`src/rtl/sys_ctrl_if.sv`:
```
// Bus bundle between sys_ctrl and its UART, register-file, ALU and TX neighbours.
// The master modport is the sequencer side and the slave modport is the environment side.
interface sys_ctrl_if #(
  parameter int DATA_W = 8,
  parameter int ADDR_W = 4,
  parameter int FUN_W  = 4
);
  logic [DATA_W-1:0]   i_rx_data;
  logic                i_rx_valid;
  logic                o_rf_wr_en;
  logic                o_rf_rd_en;
  logic [ADDR_W-1:0]   o_rf_addr;
  logic [DATA_W-1:0]   o_rf_wr_data;
  logic [DATA_W-1:0]   i_rf_rd_data;
  logic                i_rf_rd_valid;
  logic                o_alu_en;
  logic [FUN_W-1:0]    o_alu_fun;
  logic                o_alu_gate_en;
  logic [2*DATA_W-1:0] i_alu_out;
  logic                i_alu_valid;
  logic [DATA_W-1:0]   o_tx_data;
  logic                o_tx_valid;
  logic                i_tx_busy;
  logic                o_cmd_err;

  modport master (
    input  i_rx_data, i_rx_valid, i_rf_rd_data, i_rf_rd_valid,
           i_alu_out, i_alu_valid, i_tx_busy,
    output o_rf_wr_en, o_rf_rd_en, o_rf_addr, o_rf_wr_data, o_alu_en,
           o_alu_fun, o_alu_gate_en, o_tx_data, o_tx_valid, o_cmd_err
  );

  modport slave (
    output i_rx_data, i_rx_valid, i_rf_rd_data, i_rf_rd_valid,
           i_alu_out, i_alu_valid, i_tx_busy,
    input  o_rf_wr_en, o_rf_rd_en, o_rf_addr, o_rf_wr_data, o_alu_en,
           o_alu_fun, o_alu_gate_en, o_tx_data, o_tx_valid, o_cmd_err
  );
endinterface

```
`src/rtl/sys_ctrl.sv`:
```
// Byte-command sequencer: parses RX frames into register-file / ALU operations and returns results on TX.
// Optional feature: define CMD_TIMEOUT_EN to abort partial frames after TIMEOUT_CYC idle cycles.
module sys_ctrl #(
  parameter int DATA_W      = 8,
  parameter int ADDR_W      = 4,
  parameter int FUN_W       = 4,
  parameter int TIMEOUT_CYC = 1024
) (
  input  logic        i_clk,
  input  logic        i_rst,
  sys_ctrl_if.master  bus
);

  typedef enum logic [3:0] {
    S_IDLE, S_WR_ADDR, S_WR_DATA, S_RD_ADDR, S_RD_WAIT, S_OP_A, S_OP_B,
    S_ALU_FUN, S_ALU_WAIT, S_TX_LO, S_TX_HI
  } state_t;

  localparam logic [DATA_W-1:0] CMD_WR  = DATA_W'(8'hAA);
  localparam logic [DATA_W-1:0] CMD_RD  = DATA_W'(8'hBB);
  localparam logic [DATA_W-1:0] CMD_OP  = DATA_W'(8'hCC);
  localparam logic [DATA_W-1:0] CMD_ALU = DATA_W'(8'hDD);

  state_t              r_state, w_next;
  logic                r_rf_wr_en, r_rf_rd_en, r_alu_en, r_alu_kick, r_alu_gate;
  logic                r_tx_valid, r_cmd_err, r_single;
  logic [ADDR_W-1:0]   r_rf_addr;
  logic [DATA_W-1:0]   r_rf_wr_data, r_tx_data, r_res_hi;
  logic [FUN_W-1:0]    r_alu_fun;

  logic                w_rf_wr_en, w_rf_rd_en, w_alu_kick, w_alu_gate;
  logic                w_tx_valid, w_single, w_err, w_timeout;
  logic [ADDR_W-1:0]   w_rf_addr;
  logic [DATA_W-1:0]   w_rf_wr_data, w_tx_data, w_res_hi;
  logic [FUN_W-1:0]    w_alu_fun;
  logic                w_rx, w_tx_acc, w_in_frame;

  assign w_rx       = bus.i_rx_valid;
  assign w_tx_acc   = r_tx_valid & ~bus.i_tx_busy;
  assign w_in_frame = (r_state == S_WR_ADDR) || (r_state == S_WR_DATA) ||
                      (r_state == S_RD_ADDR) || (r_state == S_OP_A)    ||
                      (r_state == S_OP_B)    || (r_state == S_ALU_FUN);

`ifdef CMD_TIMEOUT_EN
  localparam int CNT_W = (TIMEOUT_CYC > 2) ? $clog2(TIMEOUT_CYC) : 1;
  logic [CNT_W-1:0] r_to_cnt;

  // Counts idle cycles inside a partially received frame.
  always_ff @(posedge i_clk) begin
    if (i_rst || w_rx || !w_in_frame) r_to_cnt <= '0;
    else                              r_to_cnt <= r_to_cnt + 1'b1;
  end

  assign w_timeout = w_in_frame && !w_rx && (r_to_cnt == CNT_W'(TIMEOUT_CYC - 1));
`else
  logic w_unused_timeout;
  assign w_unused_timeout = (TIMEOUT_CYC != 0) ^ w_in_frame;
  assign w_timeout        = 1'b0;
`endif

  always_ff @(posedge i_clk) begin
    if (i_rst) r_state <= S_IDLE;
    else       r_state <= w_next;
  end

  always_comb begin
    w_next = r_state;
    w_err  = 1'b0;
    case (r_state)
      S_IDLE: if (w_rx) begin
        if      (bus.i_rx_data == CMD_WR)  w_next = S_WR_ADDR;
        else if (bus.i_rx_data == CMD_RD)  w_next = S_RD_ADDR;
        else if (bus.i_rx_data == CMD_OP)  w_next = S_OP_A;
        else if (bus.i_rx_data == CMD_ALU) w_next = S_ALU_FUN;
        else                               w_err  = 1'b1;
      end
      S_WR_ADDR:  if (w_rx) w_next = S_WR_DATA;
      S_WR_DATA:  if (w_rx) w_next = S_IDLE;
      S_RD_ADDR:  if (w_rx) w_next = S_RD_WAIT;
      S_OP_A:     if (w_rx) w_next = S_OP_B;
      S_OP_B:     if (w_rx) w_next = S_ALU_FUN;
      S_ALU_FUN:  if (w_rx) w_next = S_ALU_WAIT;
      S_RD_WAIT: begin
        w_err = w_rx;
        if (bus.i_rf_rd_valid) w_next = S_TX_LO;
      end
      S_ALU_WAIT: begin
        w_err = w_rx;
        if (bus.i_alu_valid) w_next = S_TX_LO;
      end
      S_TX_LO: begin
        w_err = w_rx;
        if (w_tx_acc) w_next = r_single ? S_IDLE : S_TX_HI;
      end
      S_TX_HI: begin
        w_err = w_rx;
        if (w_tx_acc) w_next = S_IDLE;
      end
      default: w_next = S_IDLE;
    endcase
    if (w_timeout) begin
      w_next = S_IDLE;
      w_err  = 1'b1;
    end
  end

  // Next values of the registered outputs; every strobe is a single registered cycle.
  always_comb begin
    w_rf_wr_en   = 1'b0;
    w_rf_rd_en   = 1'b0;
    w_rf_addr    = r_rf_addr;
    w_rf_wr_data = r_rf_wr_data;
    w_alu_kick   = 1'b0;
    w_alu_gate   = r_alu_gate;
    w_alu_fun    = r_alu_fun;
    w_tx_valid   = r_tx_valid;
    w_tx_data    = r_tx_data;
    w_res_hi     = r_res_hi;
    w_single     = r_single;
    case (r_state)
      S_WR_ADDR: if (w_rx) w_rf_addr = bus.i_rx_data[ADDR_W-1:0];
      S_WR_DATA: if (w_rx) begin
        w_rf_wr_en   = 1'b1;
        w_rf_wr_data = bus.i_rx_data;
      end
      S_RD_ADDR: if (w_rx) begin
        w_rf_rd_en = 1'b1;
        w_rf_addr  = bus.i_rx_data[ADDR_W-1:0];
        w_single   = 1'b1;
      end
      S_RD_WAIT: if (bus.i_rf_rd_valid) begin
        w_tx_data  = bus.i_rf_rd_data;
        w_tx_valid = 1'b1;
      end
      S_OP_A, S_OP_B: if (w_rx) begin
        w_rf_wr_en   = 1'b1;
        w_rf_addr    = (r_state == S_OP_A) ? ADDR_W'(0) : ADDR_W'(1);
        w_rf_wr_data = bus.i_rx_data;
      end
      S_ALU_FUN: if (w_rx) begin
        w_alu_fun  = bus.i_rx_data[FUN_W-1:0];
        w_alu_gate = 1'b1;
        w_alu_kick = 1'b1;
        w_single   = 1'b0;
      end
      S_ALU_WAIT: if (bus.i_alu_valid) begin
        w_alu_gate = 1'b0;
        w_tx_data  = bus.i_alu_out[DATA_W-1:0];
        w_res_hi   = bus.i_alu_out[2*DATA_W-1:DATA_W];
        w_tx_valid = 1'b1;
      end
      S_TX_LO: if (w_tx_acc) begin
        if (r_single) w_tx_valid = 1'b0;
        else          w_tx_data  = r_res_hi;
      end
      S_TX_HI: if (w_tx_acc) begin
        w_tx_valid = 1'b0;
        w_alu_fun  = '0;
      end
      default: ;
    endcase
  end

  always_ff @(posedge i_clk) begin
    if (i_rst) begin
      r_rf_wr_en   <= 1'b0;
      r_rf_rd_en   <= 1'b0;
      r_rf_addr    <= '0;
      r_rf_wr_data <= '0;
      r_alu_kick   <= 1'b0;
      r_alu_en     <= 1'b0;
      r_alu_gate   <= 1'b0;
      r_alu_fun    <= '0;
      r_tx_valid   <= 1'b0;
      r_tx_data    <= '0;
      r_res_hi     <= '0;
      r_single     <= 1'b0;
      r_cmd_err    <= 1'b0;
    end else begin
      r_rf_wr_en   <= w_rf_wr_en;
      r_rf_rd_en   <= w_rf_rd_en;
      r_rf_addr    <= w_rf_addr;
      r_rf_wr_data <= w_rf_wr_data;
      r_alu_kick   <= w_alu_kick;
      r_alu_en     <= r_alu_kick;
      r_alu_gate   <= w_alu_gate;
      r_alu_fun    <= w_alu_fun;
      r_tx_valid   <= w_tx_valid;
      r_tx_data    <= w_tx_data;
      r_res_hi     <= w_res_hi;
      r_single     <= w_single;
      r_cmd_err    <= w_err;
    end
  end

  assign bus.o_rf_wr_en    = r_rf_wr_en;
  assign bus.o_rf_rd_en    = r_rf_rd_en;
  assign bus.o_rf_addr     = r_rf_addr;
  assign bus.o_rf_wr_data  = r_rf_wr_data;
  assign bus.o_alu_en      = r_alu_en;
  assign bus.o_alu_fun     = r_alu_fun;
  assign bus.o_alu_gate_en = r_alu_gate;
  assign bus.o_tx_data     = r_tx_data;
  assign bus.o_tx_valid    = r_tx_valid;
  assign bus.o_cmd_err     = r_cmd_err;

endmodule

```
`src/flat_wrapper.sv`:
```
// flat-port wrapper written by rule: the top's interface ports become plain ports
module sys_ctrl_flat 
#(
  parameter int DATA_W      = 8,
  parameter int ADDR_W      = 4,
  parameter int FUN_W       = 4,
  parameter int TIMEOUT_CYC = 1024
)
  (i_clk, i_rst, bus_i_rx_data, bus_i_rx_valid, bus_i_rf_rd_data, bus_i_rf_rd_valid, bus_i_alu_out, bus_i_alu_valid, bus_i_tx_busy, bus_o_rf_wr_en, bus_o_rf_rd_en, bus_o_rf_addr, bus_o_rf_wr_data, bus_o_alu_en, bus_o_alu_fun, bus_o_alu_gate_en, bus_o_tx_data, bus_o_tx_valid, bus_o_cmd_err);
  sys_ctrl_if #(.DATA_W(DATA_W), .ADDR_W(ADDR_W), .FUN_W(FUN_W)) bus_i ();
  input  logic i_clk;
  input  logic i_rst;
  input wire logic [$bits(bus_i.i_rx_data)-1:0] bus_i_rx_data;
  input wire logic [$bits(bus_i.i_rx_valid)-1:0] bus_i_rx_valid;
  input wire logic [$bits(bus_i.i_rf_rd_data)-1:0] bus_i_rf_rd_data;
  input wire logic [$bits(bus_i.i_rf_rd_valid)-1:0] bus_i_rf_rd_valid;
  input wire logic [$bits(bus_i.i_alu_out)-1:0] bus_i_alu_out;
  input wire logic [$bits(bus_i.i_alu_valid)-1:0] bus_i_alu_valid;
  input wire logic [$bits(bus_i.i_tx_busy)-1:0] bus_i_tx_busy;
  output wire logic [$bits(bus_i.o_rf_wr_en)-1:0] bus_o_rf_wr_en;
  output wire logic [$bits(bus_i.o_rf_rd_en)-1:0] bus_o_rf_rd_en;
  output wire logic [$bits(bus_i.o_rf_addr)-1:0] bus_o_rf_addr;
  output wire logic [$bits(bus_i.o_rf_wr_data)-1:0] bus_o_rf_wr_data;
  output wire logic [$bits(bus_i.o_alu_en)-1:0] bus_o_alu_en;
  output wire logic [$bits(bus_i.o_alu_fun)-1:0] bus_o_alu_fun;
  output wire logic [$bits(bus_i.o_alu_gate_en)-1:0] bus_o_alu_gate_en;
  output wire logic [$bits(bus_i.o_tx_data)-1:0] bus_o_tx_data;
  output wire logic [$bits(bus_i.o_tx_valid)-1:0] bus_o_tx_valid;
  output wire logic [$bits(bus_i.o_cmd_err)-1:0] bus_o_cmd_err;
  assign bus_i.i_rx_data = bus_i_rx_data;
  assign bus_i.i_rx_valid = bus_i_rx_valid;
  assign bus_i.i_rf_rd_data = bus_i_rf_rd_data;
  assign bus_i.i_rf_rd_valid = bus_i_rf_rd_valid;
  assign bus_i.i_alu_out = bus_i_alu_out;
  assign bus_i.i_alu_valid = bus_i_alu_valid;
  assign bus_i.i_tx_busy = bus_i_tx_busy;
  assign bus_o_rf_wr_en = bus_i.o_rf_wr_en;
  assign bus_o_rf_rd_en = bus_i.o_rf_rd_en;
  assign bus_o_rf_addr = bus_i.o_rf_addr;
  assign bus_o_rf_wr_data = bus_i.o_rf_wr_data;
  assign bus_o_alu_en = bus_i.o_alu_en;
  assign bus_o_alu_fun = bus_i.o_alu_fun;
  assign bus_o_alu_gate_en = bus_i.o_alu_gate_en;
  assign bus_o_tx_data = bus_i.o_tx_data;
  assign bus_o_tx_valid = bus_i.o_tx_valid;
  assign bus_o_cmd_err = bus_i.o_cmd_err;
  sys_ctrl #(.DATA_W(DATA_W), .ADDR_W(ADDR_W), .FUN_W(FUN_W), .TIMEOUT_CYC(TIMEOUT_CYC)) u_core (.i_clk(i_clk), .i_rst(i_rst), .bus(bus_i));
endmodule
```
`config.mk`:
```
export PLATFORM = sky130hd
export DESIGN_NAME = sys_ctrl_flat
export DESIGN_NICKNAME = d
export VERILOG_FILES = /design/src/rtl/sys_ctrl_if.sv /design/src/rtl/sys_ctrl.sv /design/src/flat_wrapper.sv
export SDC_FILE = /design/constraint.sdc
export NUM_CORES = 1
export LEC_CHECK = 0
export BUFFER_PORTS_ARGS = -buffer_cell sky130_fd_sc_hd__buf_2
export CAP_MARGIN = 5
export CORE_MARGIN = 2
export CORE_UTILIZATION = 40
export DETAILED_ROUTE_END_ITERATION = 6
export GPL_TIMING_DRIVEN = 0
export PLACE_DENSITY = 0.64
export SYNTH_ARGS = -nofsm -noshare
export SYNTH_HDL_FRONTEND = slang
export SYNTH_SLANG_ARGS = --single-unit
```
`constraint.sdc`:
```
create_clock -name i_clk -period 4.9 [get_ports i_clk]
set_clock_uncertainty 0.1 [all_clocks]
set_input_delay 0.98 -clock i_clk [delete_from_list [all_inputs] [get_ports i_clk]]
set_output_delay 0.98 -clock i_clk [all_outputs]
set_load 0.02 [all_outputs]
```
**Word-level counts from Yosys, hierarchy flattened**

Index checks and enable logic that the tools add are counted.

- Muxes and demuxes: 45
- Reduce and logical (&&, ||, !) cells: 23
- Bitwise gates (word level): 5
- Equal/unequal tests: 30

Operators with widths:

| kind | number |
|---|---|
| $mux W4 | 18 |
| $pmux W4 S11 | 1 |
| $eq A8 B8 Y1 const B | 4 |
| $mux W8 | 4 |
| $pmux W8 S3 | 1 |
| $ne A2 B2 Y1 const B | 11 |
| $eq A4 B3 Y1 const B | 4 |
| $pmux W4 S2 | 2 |
| $mux W1 | 15 |
| $eq A4 B4 Y1 const B | 3 |
| $reduce_and A12 Y1 | 1 |
| $reduce_and A3 Y1 | 4 |
| $reduce_or A2 Y1 | 5 |
| $eq A4 B2 Y1 const B | 2 |
| $ne A2 B1 Y1 const B | 4 |
| $reduce_bool A2 Y1 | 4 |
| $pmux W1 S2 | 3 |
| $reduce_and A6 Y1 | 1 |
| $ne A5 B1 Y1 const B | 1 |
| $reduce_and A5 Y1 | 1 |
| $eq A4 B1 Y1 const B | 1 |
| $logic_not A4 Y1 | 1 |
| $not A1 Y1 | 4 |
| $pmux W1 S4 | 1 |
| other kinds (6) | 7 |

- Output and inout bits: 30
- Logic and storage cells: 117
- Register bits after elaboration: 44

**Depth between registers and ports, before layout**

Gate-level depths: netlist of the first run.

- Depth after elaboration: 7
- Depth in mapped cells: 8
- Gate-level depth less buffers: 5

**Worst setup path before layout of the first run**

No wires, ideal clock.

- Kind: input -> register
- Start: in bus_i_alu_valid
- End: reg u_core.r_tx_data[6], in the netlist u_core.bus.o_tx_data[6]
- Data arrival time: 2,191 ps
- Path buffers: 2
- Stages: 7
- Slack: 2,524 ps
- Path through: buf_2 > nor3b_1 > o21a_1 > nor4_4 > buf_6 > nor2_1 > a211oi_1

- Word-level cells in the longest chain between the ends: 2

Ends and longest elaborated chain:

| element | line | source |
|---|---|---|
| start, declared | flat_wrapper.sv:18 | `input wire logic [$bits(bus_i.i_alu_valid)-1:0] bus_i_alu_valid;` |
| $ne A2 B2 Y1 (no line) | - |  |
| $reduce_and A5 Y1 (no line) | - |  |
| end signal, assigned | sys_ctrl.sv:189 | `r_tx_data <= w_tx_data;` |
| end, declared | sys_ctrl.sv:28 | `logic [DATA_W-1:0] r_rf_wr_data, r_tx_data, r_res_hi;` |

Every way passes these cells.
A chain may end at the register's enable or synchronous reset.

**Worst setup path after layout of the first run**

- Start: in bus_i_rx_data[2]
- End: reg u_core.r_state[0]

- Word-level cells in the longest chain between the ends: 6
- Elaborated cells between the ends (all ways): 11

Ends and longest elaborated chain:

| element | line | source |
|---|---|---|
| start, declared | flat_wrapper.sv:13 | `input wire logic [$bits(bus_i.i_rx_data)-1:0] bus_i_rx_data;` |
| $eq A8 B8 Y1 | sys_ctrl.sv:73 | `else if (bus.i_rx_data == CMD_OP) w_next = S_OP_A;` |
| $mux W4 | sys_ctrl.sv:73 |  |
| $mux W4 | sys_ctrl.sv:72 | `else if (bus.i_rx_data == CMD_RD) w_next = S_RD_ADDR;` |
| $mux W4 | sys_ctrl.sv:71 | `if (bus.i_rx_data == CMD_WR) w_next = S_WR_ADDR;` |
| $mux W4 | sys_ctrl.sv:70 | `S_IDLE: if (w_rx) begin` |
| $pmux W4 S11 | sys_ctrl.sv:69 | `case (r_state)` |
| end signal, assigned | sys_ctrl.sv:63 | `else r_state <= w_next;` |
| end, declared | sys_ctrl.sv:24 | `state_t r_state, w_next;` |

Parallel ways exist; a longest one is shown, timed or not. The select of a mux whose other input is x is not followed.

==> results of run 1 <==
-- registers in the layout, indices dropped and copies added (netlist names) --
register and cells:
u_core.bus.o_alu_gate_en 1, u_core.r_single 1, u_core.r_alu_kick 1, u_core.bus.o_rf_rd_en 1
u_core.bus.o_alu_fun 4, u_core.bus.o_cmd_err 1, u_core.bus.o_rf_wr_en 1, u_core.bus.o_rf_addr 4
u_core.bus.o_tx_data 8, u_core.r_state 4, u_core.bus.o_rf_wr_data 8, u_core.bus.o_tx_valid 1
u_core.r_res_hi 8, u_core.bus.o_alu_en 1
-- kinds of logic (layout without fill, tap and decap cells) --
family                    count (synthesis)  after routing  share of synthesized area (%)
AOI/OAI and AO/OA                        62             62                           21.6
xor gates and xnor gates                  3              3                           1.22
buffers and inverters                    22             92                           5.77
DFF                                      44             44                           41.0
muxes                                    11             11                           5.13
and+or+nand+nor                         107            107                           25.2
-- layout make-up --
cell class	instances	area, um2	share of cell area, %
clock buffers	5	68.8	2.62
flip-flops and latches	44	881	33.5
well taps	70	87.6	3.33
repair buffers	65	325	12.4
inverters	3	11.3	0.429
multi-input cells	183	1140	43.4
plain buffers	19	113	4.29
-- Yosys cell counts, types with 2 or more instances --
master / count
a211o_1: 2
a21oi_1: 19
clkbuf_1: 7
nor2_1: 35
o21ai_0: 5
a221oi_1: 8
buf_6: 4
o32ai_1: 2
xnor2_1: 2
nor3_1: 4
nor3b_1: 3
nand2_1: 28
nand2b_1: 5
nand3b_1: 2
nor2b_1: 5
mux2i_1: 11
nand3_1: 12
a22oi_1: 5
a211oi_1: 9
nor4bb_1: 2
buf_2: 6
inv_1: 2
dfxtp_1: 44
-- critical path: stages --
cell and delay, ns:
buf_2 0.13, nor4bb_1 0.48, o2111a_1 0.37, o2111ai_4 0.21, mux2i_1 0.20, nor2_1 0.05
-- power breakdown --
part           switching (uW)  total [uW]  internal, uW  leakage [uW]
clock                     112         204          92.0     0.0000359
combinational             279         469           191      0.000666
sequential               22.7         430           408      0.000357
-- path summary, 6_finish.rpt --
path | to | slack (ns)
worst max register to register | u_core.bus.o_alu_gate_en | 2.83
worst min-delay path | u_core.bus.o_alu_en | 0.34
worst max-delay path | u_core.r_state[0] | 2.54
worst min register to register | u_core.bus.o_alu_en | 0.34
-- stage by stage --
| step | hold WS [ns] | setup WS [ns] | instances | util, % |
|---|---|---|---|---|
| after floorplan | 0.314 | 2.52 | 249 | - |
| after global routing | 0.372 | 2.33 | 389 | 51.1 |
| after detailed placement | 0.326 | 2.24 | 384 | 49.8 |
| after global placement | 0.324 | 2.26 | 384 | 49.8 |
| final | 0.338 | 2.54 | 389 | 51.1 |
| after CTS | 0.344 | 2.55 | 389 | 51.1 |
-- per-layer routing --
| metal | vias up | GRT usage [%] | routed length, um |
|---|---|---|---|
| met5 | - | 0 | 0 |
| li1 | 1038 | - | - |
| met1 | 954 | 24.7 | 2640 |
| met3 | 7 | 4.24 | 234 |
| met2 | 47 | 30.2 | 2470 |
| met4 | 0 | 7.14 | 70 |
==> impl_metrics.toml, run 1 <==
[status]
status = "finished clean"

[hold_path]
hp-start = "u_core.r_alu_kick"
min_path_cells = 1
min_path_type = "flop to flop"

[clock_tree]
cts_sinks = 44
root_buffer = "clkbuf_8"
htree_levels = 2
cts_resized = 0
cts_buffers = 5
clk_path_buf_depth = 2
clkTransAtPathRegs_ns = 0.07
cts_tree = "done"
ctsHoldBuffers = 0
post_cts_buffers = 0
insertion_delay_ns = 0.30

[sta]
setup_violations = 0
tns_ns = 0
period_share_pct = 48.3
grt_setup_unrepaired = "false"
min_period_ns = 2.36
timing.fmax_mhz = 423
finalMaxSlewViolations = 0
hold_viol = 0
worst_slew_pin_slew_ns = 0.604
max-slew-margin-rel_pct = 59.5

[logic_synthesis]
netlist_area_mm2 = 0.00215
synth_flop_cell = "dfxtp_1"
ys_types = 50
syn_inst = 249
avgSynthCellArea_um2 = 8.62
ys_seq_area_share_pct = 41.0
synth_top_area_share_pct = 41.0
synth_edf_count = 0
yosys_warnings = 0
async_flop_share_pct = 0
ys_ff_latch = 44
synth_area_leader_cell = "dfxtp_1"
syn_nets = 287
synth_area_leaders = "dfxtp_1, nor2_1, mux2i_1"

[global_routing]
grt_use_total_pct = 18.9
grt_overflow = 0
grt_pass1_wl_um = 9110
grt_max_degree = 12
antenna_found_initial = 0
grt_pass1_vias = 1941

[critical_path]
startpoint = "bus_i_rx_data[2]"
path_max_fanout = 6
endpoint_kind = "flop"
setup.worst_path.class = "primary input to flop"
critical_path_required_ns = 4.97
critPathLaunchType = "primary input"
worstRegToRegCells = 8
crit_arrival_ns = 2.43
r2r_start = "u_core.r_state[1]"

[pwr]
total_power_uw = 1100
power_density_mw_per_mm2 = 420
leakage_uw = 0.00106
vdd_ir_drop_max_uv = 168

[drt]
drc = 0
wl_um = 5410
routed_via_density = 5.26
antenna_left = 0
wl_per_cell_um = 13.9
drtIter0Drc = 115
vias = 2046
firstDrtPassIters = 4

[floorplanning]
die_w_um = 77.2
dieArea_mm2 = 0.00597
initial_core_util_pct = 41.7
ios = 68
rows = 26
die_h_um = 77.2
core_area_mm2 = 0.00514

[cells_and_area]
final_cell_area_mm2 = 0.00263
drive_gt1_share_pct = 28.5
n_antenna_cell = 0
final_common_cell = "buf_2"
area_delta_synth_final_pct = 22.4
final_cell_mix = "buf_2, dfxtp_1, nor2_1, nand2_1, a21oi_1"
fillers = 546
fin_nets = 359

[place]
post_dp_cell_area_mm2 = 0.00256
hpwlAfterDp_um = 4060
routabilityCongestion = 0.876
io_buffers = 65

[job]
drv_cap = 0
Note: power is estimated with default switching activity, not from simulation.
==> run 2: changes to the inputs <==
ABC_AREA = 1   (was default)
clock period = 2.2 ns   (was 4.9 ns; I/O delays follow)
==> run 2 against run 1 <==
Against the previous run:
- via count rose by 11%
- largest cell class unchanged
- flip-flop and latch count unchanged
- setup slack worse by 2.2 ns
- die area grew 0.51%
- global-route usage shrank 0.59 points
- routed wire length rose by 2.6%
- critical path type is now flop to flop
- power up 150%
- critical path depth grew 6
==> impl_metrics.toml, run 2 <==
[drt]
routed_via_density = 4.78
vias = 2278
antenna_left = 0
wl_um = 5550
drc = 0
drtIter0Drc = 101
firstDrtPassIters = 4
wl_per_cell_um = 11.6

[logic_synthesis]
yosys_warnings = 0
ys_ff_latch = 44
avgSynthCellArea_um2 = 6.46
synth_top_area_share_pct = 40.8
synth_area_leaders = "dfxtp_1, nand2_1, nor2_1"
synth_edf_count = 0
async_flop_share_pct = 0
synth_fa_ha_area_share_pct = 0
synth_compound_area_share_pct = 13.8
ys_types = 25
synth.top_cells.by_count = "nand2_1, nor2_1, dfxtp_1"
synth_area_leader_cell = "dfxtp_1"
synthSimpleGateAreaFrac_pct = 35.5
ys_seq_area_share_pct = 40.8
synth_most_common_cell = "nand2_1"
netlist_area_mm2 = 0.00216
synth_xor_xnor_area_share_pct = 0
syn_inst = 334
synth_flop_cell = "dfxtp_1"
synth_top_family_by_area = "simple AND/OR/NAND/NOR gates"
syn_nets = 372
synth_mux_area_share_pct = 0

[pwr]
vdd_ir_drop_max_uv = 403
power_density_mw_per_mm2 = 1030
p_seq_share_pct = 38.3
comb_power_share_pct = 43.2
power_frac_clock_pct = 18.5
p_sw_uw = 1170
p_int_uw = 1580
leakage_uw = 0.00137
swShare_pct = 42.7

[floorplanning]
initial_core_util_pct = 42.0
core_area_mm2 = 0.00514
die_w_um = 77.4
dieArea_mm2 = 0.00600
die_h_um = 77.4
rows = 26
ios = 68

[sta]
period_share_pct = 83.2
worst_slew_pin_slew_ns = 0.471
timing.fmax_mhz = 546
max-slew-margin-rel_pct = 68.6
grt_setup_unrepaired = "false"
fin_ws_ns = 0.370
finalMaxSlewViolations = 0
setup_violations = 0
hold_viol = 0
tns_ns = 0
min_period_ns = 1.83

[critical_path]
critical_path_required_ns = 2.29
crit_arrival_ns = 1.92
path_max_fanout = 10
endpoint_kind = "flop"
critPathLaunchType = "flop"
setup.worst_path.class = "flop to flop"

[place]
io_buffers = 65
routabilityCongestion = 0.883
pre_cts_slack_ns = 0.339
hpwlAfterDp_um = 4320

[clock_tree]
clk_path_buf_depth = 2
cts_tree = "done"
post_cts_buffers = 0
cts_sinks = 44
root_buffer = "clkbuf_8"
htree_levels = 2
clkTransAtPathRegs_ns = 0.08
cts_resized = 0
insertion_delay_ns = 0.30
cts_buffers = 5
ctsHoldBuffers = 0

[job]
drv_cap = 0

[global_routing]
grt_max_degree = 15
grt_use_met3_pct = 4.30
grt_overflow = 0
grt_pass1_wl_um = 8850
grt_util_met2_pct = 27.9
grt_pass1_vias = 1921
antenna_found_initial = 0
grt_use_total_pct = 18.3
top_usage_layer = "met2"
grt_util_met1_pct = 26.3

[status]
status = "finished clean"

[cells_and_area]
final_common_cell = "nand2_1"
drive_gt1_share_pct = 21.4
fin_nets = 444
area_delta_synth_final_pct = 23.3
n_antenna_cell = 0
final_cell_mix = "nand2_1, buf_2, nor2_1, dfxtp_1, inv_1"

[hold_path]
min_path_type = "primary input to flop"
[run 2: changes by cell type in the layout (fill, tap and decap cells not counted), sizes merged, moves of 4 or more]
cell / previous run / this run
a211oi: 10 / 0
a21oi: 20 / 32
a221oi: 8 / 0
a22oi: 5 / 0
buf: 77 / 69
inv: 3 / 43
mux2i: 11 / 0
nand2: 29 / 88
nand2b: 5 / 0
nand3: 12 / 28
nor2: 35 / 57
nor2b: 5 / 0
nor3b: 4 / 0
o21ai: 5 / 23
[run 2: path summary, 6_finish.rpt]
check,slack (ns),cells past startpoint,endpoint,from
worst max register to register,0.37,12,u_core.bus.o_tx_data[6],u_core.r_state[3]
worst min-delay path,0.30,3,u_core.r_res_hi[6],bus_i_alu_out[14]
worst max-delay path,0.37,12,u_core.bus.o_tx_data[6],u_core.r_state[3]
worst min register to register,0.33,2,u_core.bus.o_alu_en,u_core.r_alu_kick
[run 2: metal layers]
layer | up-vias | part of all wire, %
met5 | - | 0
met4 | 0 | 0.47
met3 | 2 | 5.5
met2 | 53 | 43
met1 | 1018 | 51
li1 | 1205 | -
[run 2: cells by family (layout without fill, tap and decap cells)]
kind of cell / count (synthesis) / in the layout
buffers and inverters: 53 / 126
AO/OA/AOI/OAI: 58 / 58
AND/OR/NAND/NOR: 179 / 179
flip-flops: 44 / 44
[run 2: critical path, cell delays in order (launching register included)]
cell and delay, ns:
dfxtp_1 0.48, inv_2 0.10, nor2_4 0.22, nand2_4 0.11
nand2_1 0.14, nor2_1 0.07, clkinv_2 0.05, nand3_2 0.07
inv_2 0.10, buf_6 0.14, nand2_1 0.05, nand2_1 0.05
nor2_1 0.04
[run 2: cell type report]
| type | count | area (um2) |
|---|---|---|
| clock buffer | 6 | 72.6 |
| tap | 70 | 87.6 |
| inverter | 45 | 170 |
| fill | 578 | 2480 |
| buffer | 8 | 42.5 |
| sequential | 44 | 881 |
| clock inverter | 2 | 16.3 |
| timing repair buffer | 65 | 325 |
| multi-input combinational | 237 | 1060 |
[run 2: metrics by stage]
| step | cells | power, uW | instance area [um2] | hold slack (ns) | utilization (%) |
|---|---|---|---|---|---|
| after detailed placement | 469 | 2260 | 2570 | 0.312 | 50.0 |
| after CTS | 477 | 2770 | 2660 | 0.296 | 51.7 |
| after floorplan | 334 | 1940 | 2160 | 0.288 | - |
| after global placement | 469 | 2250 | 2570 | 0.318 | 50.0 |
| final | 477 | 2750 | 2660 | 0.302 | 51.7 |
| after global routing | 477 | 2980 | 2660 | 0.312 | 51.7 |
[run 2: power by group through the flow]
| stage | sequential, uW | clock, uW | combinational [uW] |
|---|---|---|---|
| after CTS | 1050 | 526 | 1190 |
| final | 1050 | 508 | 1190 |
| after global routing | 1070 | 552 | 1350 |
| after global placement | 1070 | 0 | 1180 |
| after detailed placement | 1070 | 0 | 1190 |
| after floorplan | 1200 | 0 | 740 |
==> run 3: changes to the inputs <==
ABC_AREA = 0   (was 1)
clock period = 1.9 ns   (was 2.2 ns; I/O delays follow)
==> run 3 against run 2 <==
Against the previous run:
- routed wire length is 0.36% lower
- hold slack got worse by 0.068 ns
- non-clock buffer count is 22 higher
- via count fell by 7.6%
- sequential power increased by 7%
- design area rose by 4.9%
- utilization up 2.5 points
- first-iteration DRC count is 7.9% lower
- critical path type unchanged
==> impl_metrics.toml, run 3 (same netlist as run 1, synthesis figures left out) <==
[place]
routabilityCongestion = 0.876
hpwlAfterDp_um = 4060
io_buffers = 65

[floorplanning]
rows = 26
ios = 68
initial_core_util_pct = 41.7
die_w_um = 77.2
die_h_um = 77.2
dieArea_mm2 = 0.00597
core_area_mm2 = 0.00514

[critical_path]
worstPathCellList = "buf_6 > or3b_1 > buf_4 > nor3b_4 > nor4_4 > buf_6 > a211oi_1"
critPathMaxStageDelay_ns = 0.35
path_max_fanout = 10
crit_arrival_ns = 1.90
critical_path_required_ns = 2.01
critPathLaunchType = "flop"
cp_slowest_cell = "or3b_1"
endpoint_kind = "flop"
critPathBufInv = 3
setup.worst_path.class = "flop to flop"
cp_common_cell = "buf_6"
crit_family = "simple AND/OR/NAND/NOR gates"

[cells_and_area]
drive_gt1_share_pct = 34.8
n_antenna_cell = 0
fillers = 521
final_common_cell = "buf_2"
final_cell_mix = "buf_2, dfxtp_1, nor2_1, nand2_1, a21oi_1"
fin_nets = 370
area_delta_synth_final_pct = 30.0

[clock_tree]
insertion_delay_ns = 0.30
clkTransAtPathRegs_ns = 0.08
clk_path_buf_depth = 2
root_buffer = "clkbuf_8"
htree_levels = 2
cts_sinks = 44
cts_buffers = 5
ctsHoldBuffers = 0
cts_tree = "done"

[drt]
drtIter0Drc = 93
routed_via_density = 5.27
wl_per_cell_um = 13.8
vias = 2106
antenna_left = 0
firstDrtPassIters = 4
drc = 0
wl_um = 5530

[global_routing]
grt_overflow = 0
grt_pass1_wl_um = 9240
grt_pass1_vias = 2002
grt_max_degree = 12
antenna_found_initial = 0
grt_use_total_pct = 19.1

[pwr]
p_sw_uw = 1110
comb_power_share_pct = 45.4
p_int_uw = 1900
total_power_uw = 3020
power_density_mw_per_mm2 = 1080
power_frac_clock_pct = 17.6
p_seq_share_pct = 37.0
vdd_ir_drop_max_uv = 448
leakage_uw = 0.00114
swShare_pct = 36.9

[sta]
min_period_ns = 1.79
setup_violations = 0
timing.fmax_mhz = 559
worst_hold_slack_ns = 0.235
finalMaxSlewViolations = 0
max-slew-margin-rel_pct = 66.8
grt_setup_unrepaired = "true"
period_share_pct = 94.2
hold_viol = 0
worst_slew_pin_slew_ns = 0.498

[status]
status = "finished clean"

[job]
drv_cap = 0

[hold_path]
min_path_type = "primary input to flop"
run 3: changes by cell type in the layout (fill, tap and decap cells not counted), sizes merged, moves of 4 or more:
cell and delta:
buf +19, nor3b +4, nor2 -22, nor2b +5, nand3 -16, nand2 -59
a21oi -12, o21ai -18, mux2i +11, a221oi +8, a22oi +5, nand2b +5
a211oi +10, inv -40
run 3: layout make-up:
cell class | instances | area, um2 | area share [%]
timing repair buffer | 78 | 435 | 15.6
buffer | 17 | 108 | 3.86
clock buffer | 5 | 68.8 | 2.47
tap | 70 | 87.6 | 3.14
sequential | 44 | 883 | 31.7
multi-input combinational | 183 | 1190 | 42.8
inverter | 3 | 11.3 | 0.404
run 3: final timing paths:
path / end / slack [ns] / from / depth (start not counted)
hold reg to reg: u_core.bus.o_alu_en / 0.34 / u_core.r_alu_kick / 1
hold / removal: u_core.r_res_hi[1] / 0.23 / bus_i_alu_out[9] / 3
setup / recovery: u_core.bus.o_tx_data[4] / 0.11 / u_core.r_state[3] / 7
setup reg to reg: u_core.bus.o_tx_data[4] / 0.11 / u_core.r_state[3] / 7
run 3: metal layers:
metal	routed length, um	GRT usage (%)
met5	0	0
met2	2540	30.7
met1	2590	25.0
met3	322	4.24
met4	82	7.14
run 3: repair_timing:
item,4_1_cts,5_1_grt
resized for setup,4,21
buffers inserted,7,6
gates cloned,0,0
setup endpoints to repair,26,37
pin swaps,4,6
run 3: per-stage QoR:
| step | area [um2] | setup WS, ns | instances | setup TNS, ns | utilization, % |
|---|---|---|---|---|---|
| 5_1_grt | 2790 | -0.00322 | 400 | -0.00741 | 54.3 |
| 2_1_floorplan | 2150 | 0.0667 | 249 | 0 | - |
| 4_1_cts | 2700 | -0.00273 | 396 | -0.00352 | 52.6 |
| 3_3_place_gp | 2560 | -0.160 | 384 | -2.33 | 49.8 |
| 6_report | 2790 | 0.110 | 400 | 0 | 54.3 |
| 3_5_place_dp | 2560 | -0.162 | 384 | -2.50 | 49.8 |
run 3: tightest hold or removal path: stages:
cell and delay (ns):
buf_2 0.10, nand3_1 0.05, a21oi_1 0.05
run 3: power by group through the flow:
stage | clock (uW) | combinational (uW) | sequential (uW)
final | 530 | 1370 | 1120
after global routing | 578 | 1490 | 1140
after CTS | 548 | 1300 | 1110
after detailed placement | 0 | 1200 | 1130
after global placement | 0 | 1200 | 1130
after floorplan | 0 | 804 | 1230
